$ cat config.mk
export PLATFORM = sky130hd
export DESIGN_NAME = branch_pred_unit
export DESIGN_NICKNAME = d
export VERILOG_FILES = /design/src/rtl/bp_pkg.sv /design/src/rtl/bp_sat_cnt.sv /design/src/rtl/branch_pred_unit.sv
export SDC_FILE = /design/constraint.sdc
export NUM_CORES = 2
export LEC_CHECK = 0
export CAP_MARGIN = 40
export CORE_UTILIZATION = 61
export DETAILED_ROUTE_END_ITERATION = 6
export PLACE_DENSITY = 0.83
export SKIP_LAST_GASP = 1
export SYNTH_ARGS = -nofsm -noshare
export SYNTH_HDL_FRONTEND = slang
export SYNTH_HIERARCHICAL = 1
export SYNTH_SLANG_ARGS = --single-unit
$ cat constraint.sdc
create_clock -name clk -period 89.1 [get_ports clk]
set_input_delay 17.82 -clock clk [delete_from_list [all_inputs] [get_ports clk]]
set_output_delay 17.82 -clock clk [all_outputs]
set_load 0.02 [all_outputs]
$ cat src/rtl/bp_pkg.sv
// Shared types and helpers for the fetch-stage branch predictor.
// Tags are kept at their widest possible width so one entry type serves every table size.
package bp_pkg;

    typedef logic [1:0] bp_cnt_t;

    localparam bp_cnt_t CNT_SNT = 2'd0;
    localparam bp_cnt_t CNT_WNT = 2'd1;
    localparam bp_cnt_t CNT_WT  = 2'd2;
    localparam bp_cnt_t CNT_ST  = 2'd3;

    typedef struct packed {
        logic        valid;
        logic [29:0] tag;
        logic [31:0] target;
        bp_cnt_t     cnt;
    } btb_entry_t;

    // Tag is the word address with the index bits shifted out (zero-extended).
    function automatic logic [29:0] pc_tag(input logic [29:0] word_addr, input int idx_w);
        return word_addr >> idx_w;
    endfunction

endpackage

$ cat src/rtl/bp_sat_cnt.sv
// 2-bit saturating up/down counter step used for every BTB entry update.
module bp_sat_cnt
    import bp_pkg::*;
(
    input  logic [1:0] cnt_in,
    input  logic       up,
    output logic [1:0] cnt_out
);

    always_comb begin
        cnt_out = cnt_in;
        if (up) begin
            if (cnt_in != CNT_ST) begin
                cnt_out = cnt_in + 2'd1;
            end
        end else if (cnt_in != CNT_SNT) begin
            cnt_out = cnt_in - 2'd1;
        end
    end

endmodule

$ cat src/rtl/branch_pred_unit.sv
// Direct-mapped BTB with 2-bit counters; combinational lookup on the fetch PC,
// updated from EX resolution, with at most one predicted-taken branch in flight.
module branch_pred_unit
    import bp_pkg::*;
#(
    parameter int         ENTRIES  = 16,
    parameter logic [1:0] CNT_INIT = CNT_WNT
) (
    input  logic        clk,
    input  logic        rst,
    input  logic        i_hold,
    input  logic        i_flush,
    input  logic [31:0] i_fetch_pc,
    input  logic        i_ex_valid,
    input  logic [31:0] i_ex_pc,
    input  logic        i_ex_taken,
    input  logic [31:0] i_ex_target,
    input  logic        i_ex_pred_taken,
    output logic        o_pred_jump,
    output logic [31:0] o_pred_pc,
    output logic        o_nt_pt,
    output logic        o_t_pnt,
    output logic        o_pending,
    output logic [15:0] o_mispred_cnt
);

    localparam int IDX_W = $clog2(ENTRIES);

    btb_entry_t       btb_q [ENTRIES];
    btb_entry_t       f_ent;
    btb_entry_t       e_ent;
    logic [IDX_W-1:0] f_idx;
    logic [IDX_W-1:0] e_idx;
    logic [29:0]      f_tag;
    logic [29:0]      e_tag;
    logic             f_hit;
    logic             e_hit;
    logic             e_tgt_ok;
    logic             pending_reg;
    logic [15:0]      mispred_cnt_reg;
    logic             unused_pc_bits;

    assign unused_pc_bits = ^{i_fetch_pc[1:0], i_ex_pc[1:0]};

    assign f_idx = i_fetch_pc[IDX_W+1:2];
    assign e_idx = i_ex_pc[IDX_W+1:2];
    assign f_tag = pc_tag(i_fetch_pc[31:2], IDX_W);
    assign e_tag = pc_tag(i_ex_pc[31:2], IDX_W);

    // Both lookups read the registered table, so a same-cycle update is not visible yet.
    assign f_ent    = btb_q[f_idx];
    assign e_ent    = btb_q[e_idx];
    assign f_hit    = f_ent.valid && (f_ent.tag == f_tag);
    assign e_hit    = e_ent.valid && (e_ent.tag == e_tag);
    assign e_tgt_ok = e_hit && (e_ent.target == i_ex_target);

    // A taken branch missing the BTB has no stored target, so it counts as a wrong target.
    assign o_nt_pt = !rst && i_ex_valid && i_ex_pred_taken && !i_ex_taken;
    assign o_t_pnt = !rst && i_ex_valid && i_ex_taken && (!i_ex_pred_taken || !e_tgt_ok);

    assign o_pred_jump = !rst && f_hit && f_ent.cnt[1] && !pending_reg && !i_hold
                         && !i_flush && !o_nt_pt && !o_t_pnt;
    assign o_pred_pc   = o_pred_jump ? f_ent.target : 32'd0;
    assign o_pending   = pending_reg;
    assign o_mispred_cnt = mispred_cnt_reg;

    always_ff @(posedge clk or posedge rst) begin
        if (rst) begin
            pending_reg <= 1'b0;
        end else if (i_flush || (i_ex_valid && i_ex_pred_taken)) begin
            pending_reg <= 1'b0;
        end else if (o_pred_jump) begin
            pending_reg <= 1'b1;
        end
    end

    always_ff @(posedge clk or posedge rst) begin
        if (rst) begin
            mispred_cnt_reg <= 16'd0;
        end else if ((o_nt_pt || o_t_pnt) && (mispred_cnt_reg != 16'hFFFF)) begin
            mispred_cnt_reg <= mispred_cnt_reg + 16'd1;
        end
    end

    // Each entry owns its register and counter step; only the entry at e_idx may write.
    for (genvar gi = 0; gi < ENTRIES; gi++) begin : g_entry
        btb_entry_t entry_reg;
        logic [1:0] cnt_upd;
        logic       wr_en;

        bp_sat_cnt u_sat (
            .cnt_in  (entry_reg.cnt),
            .up      (i_ex_taken),
            .cnt_out (cnt_upd)
        );

        assign wr_en = i_ex_valid && (e_idx == IDX_W'(gi)) && (e_hit || i_ex_taken);

        always_ff @(posedge clk or posedge rst) begin
            if (rst) begin
                entry_reg <= '{valid: 1'b0, tag: 30'd0, target: 32'd0, cnt: CNT_INIT};
            end else if (wr_en) begin
                if (e_hit) begin
                    entry_reg.cnt <= cnt_upd;
                    if (i_ex_taken) begin
                        entry_reg.target <= i_ex_target;
                    end
                end else begin
                    entry_reg <= '{valid: 1'b1, tag: e_tag, target: i_ex_target, cnt: CNT_WT};
                end
            end
        end

        assign btb_q[gi] = entry_reg;
    end

endmodule

## Word-level counts from Yosys, hierarchy flattened

Cells that the tools add are included.

| operators by class | value |
|---|---|
| $add $sub $neg | 33 |
| $lt $le $gt $ge | 2 |
| equality and inequality tests | 68 |
| mux-type cells | 74 |
| bitwise gates (word level) | 3 |
| reduce and logical (&&, ||, !) cells | 128 |

Operators with widths:

| cell | count |
|---|---|
| two-way mux 34 bit | 16 |
| binary-select mux 65 bit (select 4 bit) | 2 |
| two-way mux 65 bit | 4 |
| two-way mux 2 bit | 48 |
| != test 3 x 2 -> 1 bit, second input constant | 32 |
| two-way mux 32 bit | 2 |
| AND reduction 2 bit | 32 |
| equality test 30 x 26 -> 1 bit | 2 |
| logical AND 1 bit | 49 |
| AND reduction 3 bit | 16 |
| != test 2 bit, second input constant | 17 |
| nonzero test 2 bit | 17 |
| adder 2 x 1 -> 2 bit, second input constant | 16 |
| equality test 32 bit | 1 |
| equality test 4 bit, second input constant | 8 |
| subtractor 2 x 1 -> 2 bit, second input constant | 16 |
| adder 16 x 1 -> 16 bit, second input constant | 1 |
| equality test 4 x 3 -> 1 bit, second input constant | 4 |
| != test 16 bit, second input constant | 1 |
| >= comparator 5 bit, second input constant | 2 |
| inverter 4 -> 5 bit | 2 |
| logical NOT 1 bit | 9 |
| equality test 4 x 2 -> 1 bit, second input constant | 2 |
| equality test 4 x 1 -> 1 bit, second input constant | 1 |
| other kinds (4) | 8 |

| word-level totals | value |
|---|---|
| register bits | 993 |
| input bits | 103 |
| output and inout bits | 52 |
| word-level logic and storage cells | 374 |

## Longest topological paths before layout

| depth | value |
|---|---|
| word-level depth | 15 |
| depth in mapped cells | 20 |
| gate-level depth less buffers | 10 |

## Cells and area by module

The synthesis kept the hierarchy.

Modules (own cells, without submodules):

| module | times used | cells an instance | area each (um2) | sequential area each (um2) |
|---|---|---|---|---|
| branch_pred_unit | 1 | 4052 | 54094.4 | 24868.9 |
| bp_sat_cnt | 16 | 3 | 26.3 | 0.0 |

## Least setup slack after synthesis

No wires, ideal clock.

| timing | value |
|---|---|
| kind | input-to-output |
| from | input port i_ex_pc[2] |
| to | output port o_pred_pc[10] |
| arrival | 21610 ps |
| required time | 71280 ps |
| setup slack | 49670 ps |
| cell stages on the path | 17 |
| path buffers | 8 |
| path through | buf_6 > buf_6 > buf_6 > buf_6 > buf_4 > buf_2 > mux4_2 > a221oi_2 > xor2_1 > o211ai_1 > nor4_1 > nand4_1 > o211a_1 > or3_1 > buf_2 > buf_2 > nor2b_1 |

| on the way | value |
|---|---|
| word-level cells in the longest chain between the ends | 13 |
| elaborated cells between the ends (all ways) | 14 |
| classes of those cells | 2 x eq/ne; 4 x mux; 1 x bitwise; 7 x reduce/logical |

Ends and longest elaborated chain:

| what | RTL line | source |
|---|---|---|
| from (decl) | branch_pred_unit.sv:15 | `input logic [31:0] i_ex_pc,` |
| inverter 4 -> 5 bit (implied by the code) * | branch_pred_unit.sv:52 | `assign e_ent = btb_q[e_idx];` |
| binary-select mux 65 bit (select 4 bit) * | branch_pred_unit.sv:52 |  |
| two-way mux 65 bit (implied by the code) * (2 in a row) | branch_pred_unit.sv:52 |  |
| equality test 30 x 26 -> 1 bit | branch_pred_unit.sv:54 | `assign e_hit = e_ent.valid && (e_ent.tag == e_tag);` |
| logical AND 1 bit | branch_pred_unit.sv:54 |  |
| logical AND 1 bit * | branch_pred_unit.sv:55 | `assign e_tgt_ok = e_hit && (e_ent.target == i_ex_target);` |
| logical NOT 1 bit * | branch_pred_unit.sv:59 | `assign o_t_pnt = !rst && i_ex_valid && i_ex_taken && (!i_ex_pred_taken \|\| !e_tgt_ok);` |
| logical OR 1 bit * | branch_pred_unit.sv:59 |  |
| logical AND 1 bit * | branch_pred_unit.sv:59 |  |
| net o_t_pnt | branch_pred_unit.sv:22 | `output logic o_t_pnt,` |
| logical NOT 1 bit * | branch_pred_unit.sv:62 | `&& !i_flush && !o_nt_pt && !o_t_pnt;` |
| logical AND 1 bit * | branch_pred_unit.sv:62 |  |
| two-way mux 32 bit * | branch_pred_unit.sv:63 | `assign o_pred_pc = o_pred_jump ? f_ent.target : 32'd0;` |
| to (decl) | branch_pred_unit.sv:20 | `output logic [31:0] o_pred_pc,` |

Mark *: on every way through the listed nets, which the timed path passes. The rest lies on a longest branch. The select of a mux whose other input is x is not followed.

## Worst setup path in the final report

| timing | value |
|---|---|
| from | input port i_ex_pc[3] |
| to | output port o_pred_pc[8] |

| on the way | value |
|---|---|
| word-level cells in the longest chain between the ends | 13 |
| elaborated cells between the ends (all ways) | 14 |
| classes of those cells | 2 x eq/ne; 4 x mux; 1 x bitwise; 7 x reduce/logical |

Ends and longest elaborated chain:

| what | RTL line |
|---|---|
| inverter 4 -> 5 bit (implied by the code) * | branch_pred_unit.sv:52 |
| binary-select mux 65 bit (select 4 bit) * | branch_pred_unit.sv:52 |
| two-way mux 65 bit (implied by the code) * (2 in a row) | branch_pred_unit.sv:52 |
| equality test 30 x 26 -> 1 bit | branch_pred_unit.sv:54 |
| logical AND 1 bit | branch_pred_unit.sv:54 |
| logical AND 1 bit * | branch_pred_unit.sv:55 |
| logical NOT 1 bit * | branch_pred_unit.sv:59 |
| logical OR 1 bit * | branch_pred_unit.sv:59 |
| logical AND 1 bit * | branch_pred_unit.sv:59 |
| logical NOT 1 bit * | branch_pred_unit.sv:62 |
| logical AND 1 bit * | branch_pred_unit.sv:62 |
| two-way mux 32 bit * | branch_pred_unit.sv:63 |

Mark *: on every way between the ends. The rest lies on a longest branch, timed or not. The select of a mux whose other input is x is not followed.

==> qor.txt <==
Die Y: 301 um
Register Area: 24900 um2
Cell Area, Synth: 54500 um2
Hold Vio Cnt, Final: 0
Die area: 90600 um2
Tcrit/Tclk final: 47.7%
Final Cell Area: 60800 um2
Worst path arrival time: 24.69 ns
Total of max-cap violations: 0
Gr usage total: 37.3%
Worst Setup End Kind: output pin
FILL cells: 5675
Routed Antenna Nets: 0
Syn_nets: 4204
Sequential fraction of the synthesis area: 45.6%
Root Buffer: clkbuf_16
Via count: 38500
Fmax achieved: 23.5 MHz
First-pass GRT wire length: 251 mm
Metal-1 WL: 59.8 mm
Syn avg cell area: 13.3 um2
Fin nets: 4172
CTS tree: built
Post-Synthesis Cells: 4100
Non-filler cells, final: 5332
Post-DP HPWL: 97.0 mm
Remaining DRCs: 20
Max-slew headroom: 32.4%
Vias per inst: 7.23
Placed cell areas: 56900 um2
Fin Clk Skew: 0.0259 ns
# H-tree levels: 3
Worst-path fanout max: 47
Post-Place Cells: 5126
Fin Setup TNS: 0 ns
Synth warn: 6
I/O pin cnt: 155
Starting DRT DRC Count: 5185
Met3 wire len: 20.6 mm
Dominant synthesized flop cell: dfrtp_1
Path type of the worst min-delay path: reg2reg
Crit Path Class: in2out
Initial antenna violation count: 13
Largest net degree at the start of global routing: 185
I/O Buffers: 150
1st-pass router iterations: 7
Failing checks: design-rule violations
Actual slew at the worst max-slew pin: 1.01 ns
Layout cells sized above 1: 38.6%
Routed wire length: 166 mm
Tot Pwr: 1.40 mW
Outcome: finished, violations left
Fraction of registers with async set/reset: 100%
Met2 wire length: 76.4 mm
RSZ-0062 raised after global routing: false
Clock sinks: 993
CORE AREA: 88500 um2
P&R area growth vs syn: 11.5%
CTS Buf Count: 105
Core Rows: 109
Global placement routability congestion: 0.921
Gr ovfl total: 0
Starting Density: 61.6%
Multi-input combinational cell area: 27700 um2
Yosys reg bits: 993
PD cells: 23.1 nW/um2
Post-synth EDFFs: 0
CTS Buffer Depth: 3
Vias in the first global route: 39100
Post-cts resize count: 0
Routed wire length per instance: 31.2 um
Setup Fix Bufs, Post-CTS: 0
Chip width: 301 um
Critical Path RT: 71.28 ns
Setup Viol. Count Final: 0
Post-layout min period: 42.51 ns
Cell variety after synth: 88
Hold-fix buffers at CTS: 0
Final Max Slew Viols: 0
CTS clk-pin slew, worst paths: 0.06 ns
Max VDD drop: 19.1 uV
Setup crit start kind: input pin
Clock latency at the later pin of the worst-skew pair: 0.69 ns
Max layer used: met5
Leak Pwr: 26.1 nW
path summary, 6_finish.rpt:
path | to | cells past startpoint | slack [ns] | start
worst min register to register | btb_q[909]$_DFFE_PP0P_ | 1 | 0.49 | btb_q[909]$_DFFE_PP0P_
worst min-delay path | btb_q[909]$_DFFE_PP0P_ | 1 | 0.49 | btb_q[909]$_DFFE_PP0P_
worst max-delay path | o_pred_pc[8] | 16 | 46.59 | i_ex_pc[3]
min in group asynchronous | o_pending$_DFFE_PP0P_ | 2 | 17.56 | rst
max in group asynchronous | btb_q[668]$_DFFE_PP0P_ | 8 | 68.11 | rst
worst max register to register | o_pending$_DFFE_PP0P_ | 11 | 84.32 | btb_q[838]$_DFFE_PP0P_
cell usage in the layout (no fill, tap or decap), types with 9 or more instances in the layout:
cell type	n
mux2_2	753
maj3_2	32
a31oi_1	56
a211oi_1	10
mux2i_1	189
buf_4	83
nor3_1	18
a21oi_1	23
nand4_1	16
o21ai_0	257
a31o_2	21
o211ai_1	16
inv_1	74
clkdlybuf4s50_1	141
nand2_1	303
buf_16	11
a22oi_1	73
o22ai_1	34
dfstp_2	16
and3_1	12
nor3_2	9
dfrtp_1	977
clkinv_2	28
nor2b_1	39
mux4_2	430
nand2_2	16
nand2b_1	25
xnor2_1	65
xor2_1	24
bufinv_16	19
nand3_1	39
clkbuf_16	107
clkbuf_8	21
a221oi_1	10
clkbuf_1	15
nor2_1	28
a21o_1	9
cells by family (layout without fill, tap and decap cells):
group           Yosys count  after routing  synth area share [%]
fa+ha+maj                33             33                 0.684
flops                   993            993                  45.6
compound gates          565            565                  6.56
other cells               0              8                     0
simple gates            572            572                  4.92
xor+xnor                 89             89                  1.43
buf+inv                 472            531                  3.83
mux                    1376           1376                  37.0
registers in the layout (all words and copies together), names as in the netlist:
signal         cells
o_pending          1
btb_q            976
o_mispred_cnt     16
Yosys cell counts (all sizes together) (4+ instances only):
master,n,area [um2]
a211o,4,35.0
a211oi,10,75.1
a21o,9,67.6
a21oi,23,115
a221oi,12,129
a22oi,74,561
a2bb2oi,4,35.0
a31o,22,193
a31oi,56,350
and2,7,46.3
and3,12,75.1
and4b,4,40.0
buf,140,840
clkbuf,252,950
clkinv,4,15.0
dfrtp,977,24400
dfstp,16,420
inv,76,285
maj3,32,360
mux2,754,8490
mux2i,190,1910
mux4,432,9740
nand2,319,1200
nand2b,25,156
nand3,42,210
nand4,17,113
nor2,34,130
nor2b,44,275
nor3,27,140
nor3b,5,37.5
nor4,7,43.8
o211ai,16,120
o21ai,259,1300
o22ai,34,213
o31ai,6,45.0
or2,4,25.0
or3,7,43.8
or4,6,45.0
xnor2,65,569
xor2,24,210
where the power goes:
group	internal, mW	leakage (nW)	switching [mW]
Sequential	0.540	12.7	0.0707
Clock	0.293	1.90	0.192
Combinational	0.170	11.5	0.138
metal layers:
metal | vias up | GRT usage (%)
li1 | 15400 | -
met1 | 20000 | 50.2
met2 | 2561 | 56.2
met3 | 607 | 9.74
met4 | 12 | 19.1
met5 | - | 0.476
final cells by class:
type,count,area share (%)
antenna,8,0.0329
clock buffer,143,4.97
clock inverter,55,1.33
inverter,80,0.506
multi-input combinational,2635,45.6
sequential,993,40.9
tap,1165,2.40
timing repair buffer,253,4.26
worst max-delay path: stages:
cell and delay (ns):
buf_4 0.36, buf_4 0.73, and2_1 0.88, buf_4 0.46, a22oi_1 0.18, a31oi_1 0.23
o211ai_1 0.29, and3_1 0.33, or4_1 0.52, or4_1 0.45, buf_4 0.27, o211a_1 0.35
or3_2 0.66, buf_12 0.24, nor2b_1 0.20, clkdlybuf4s50_1 0.66
through the flow:
step / worst slack (ns) / util (%) / hold slack (ns)
after floorplan: 43.37 / - / 0.451
after global placement: 46.62 / 63.9 / 0.474
after detailed placement: 46.82 / 64.3 / 0.479
after CTS: 46.73 / 68.7 / 0.491
after global routing: 46.53 / 68.7 / 0.519
final: 46.59 / 68.7 / 0.494
Power figures use the tool's default switching activity.
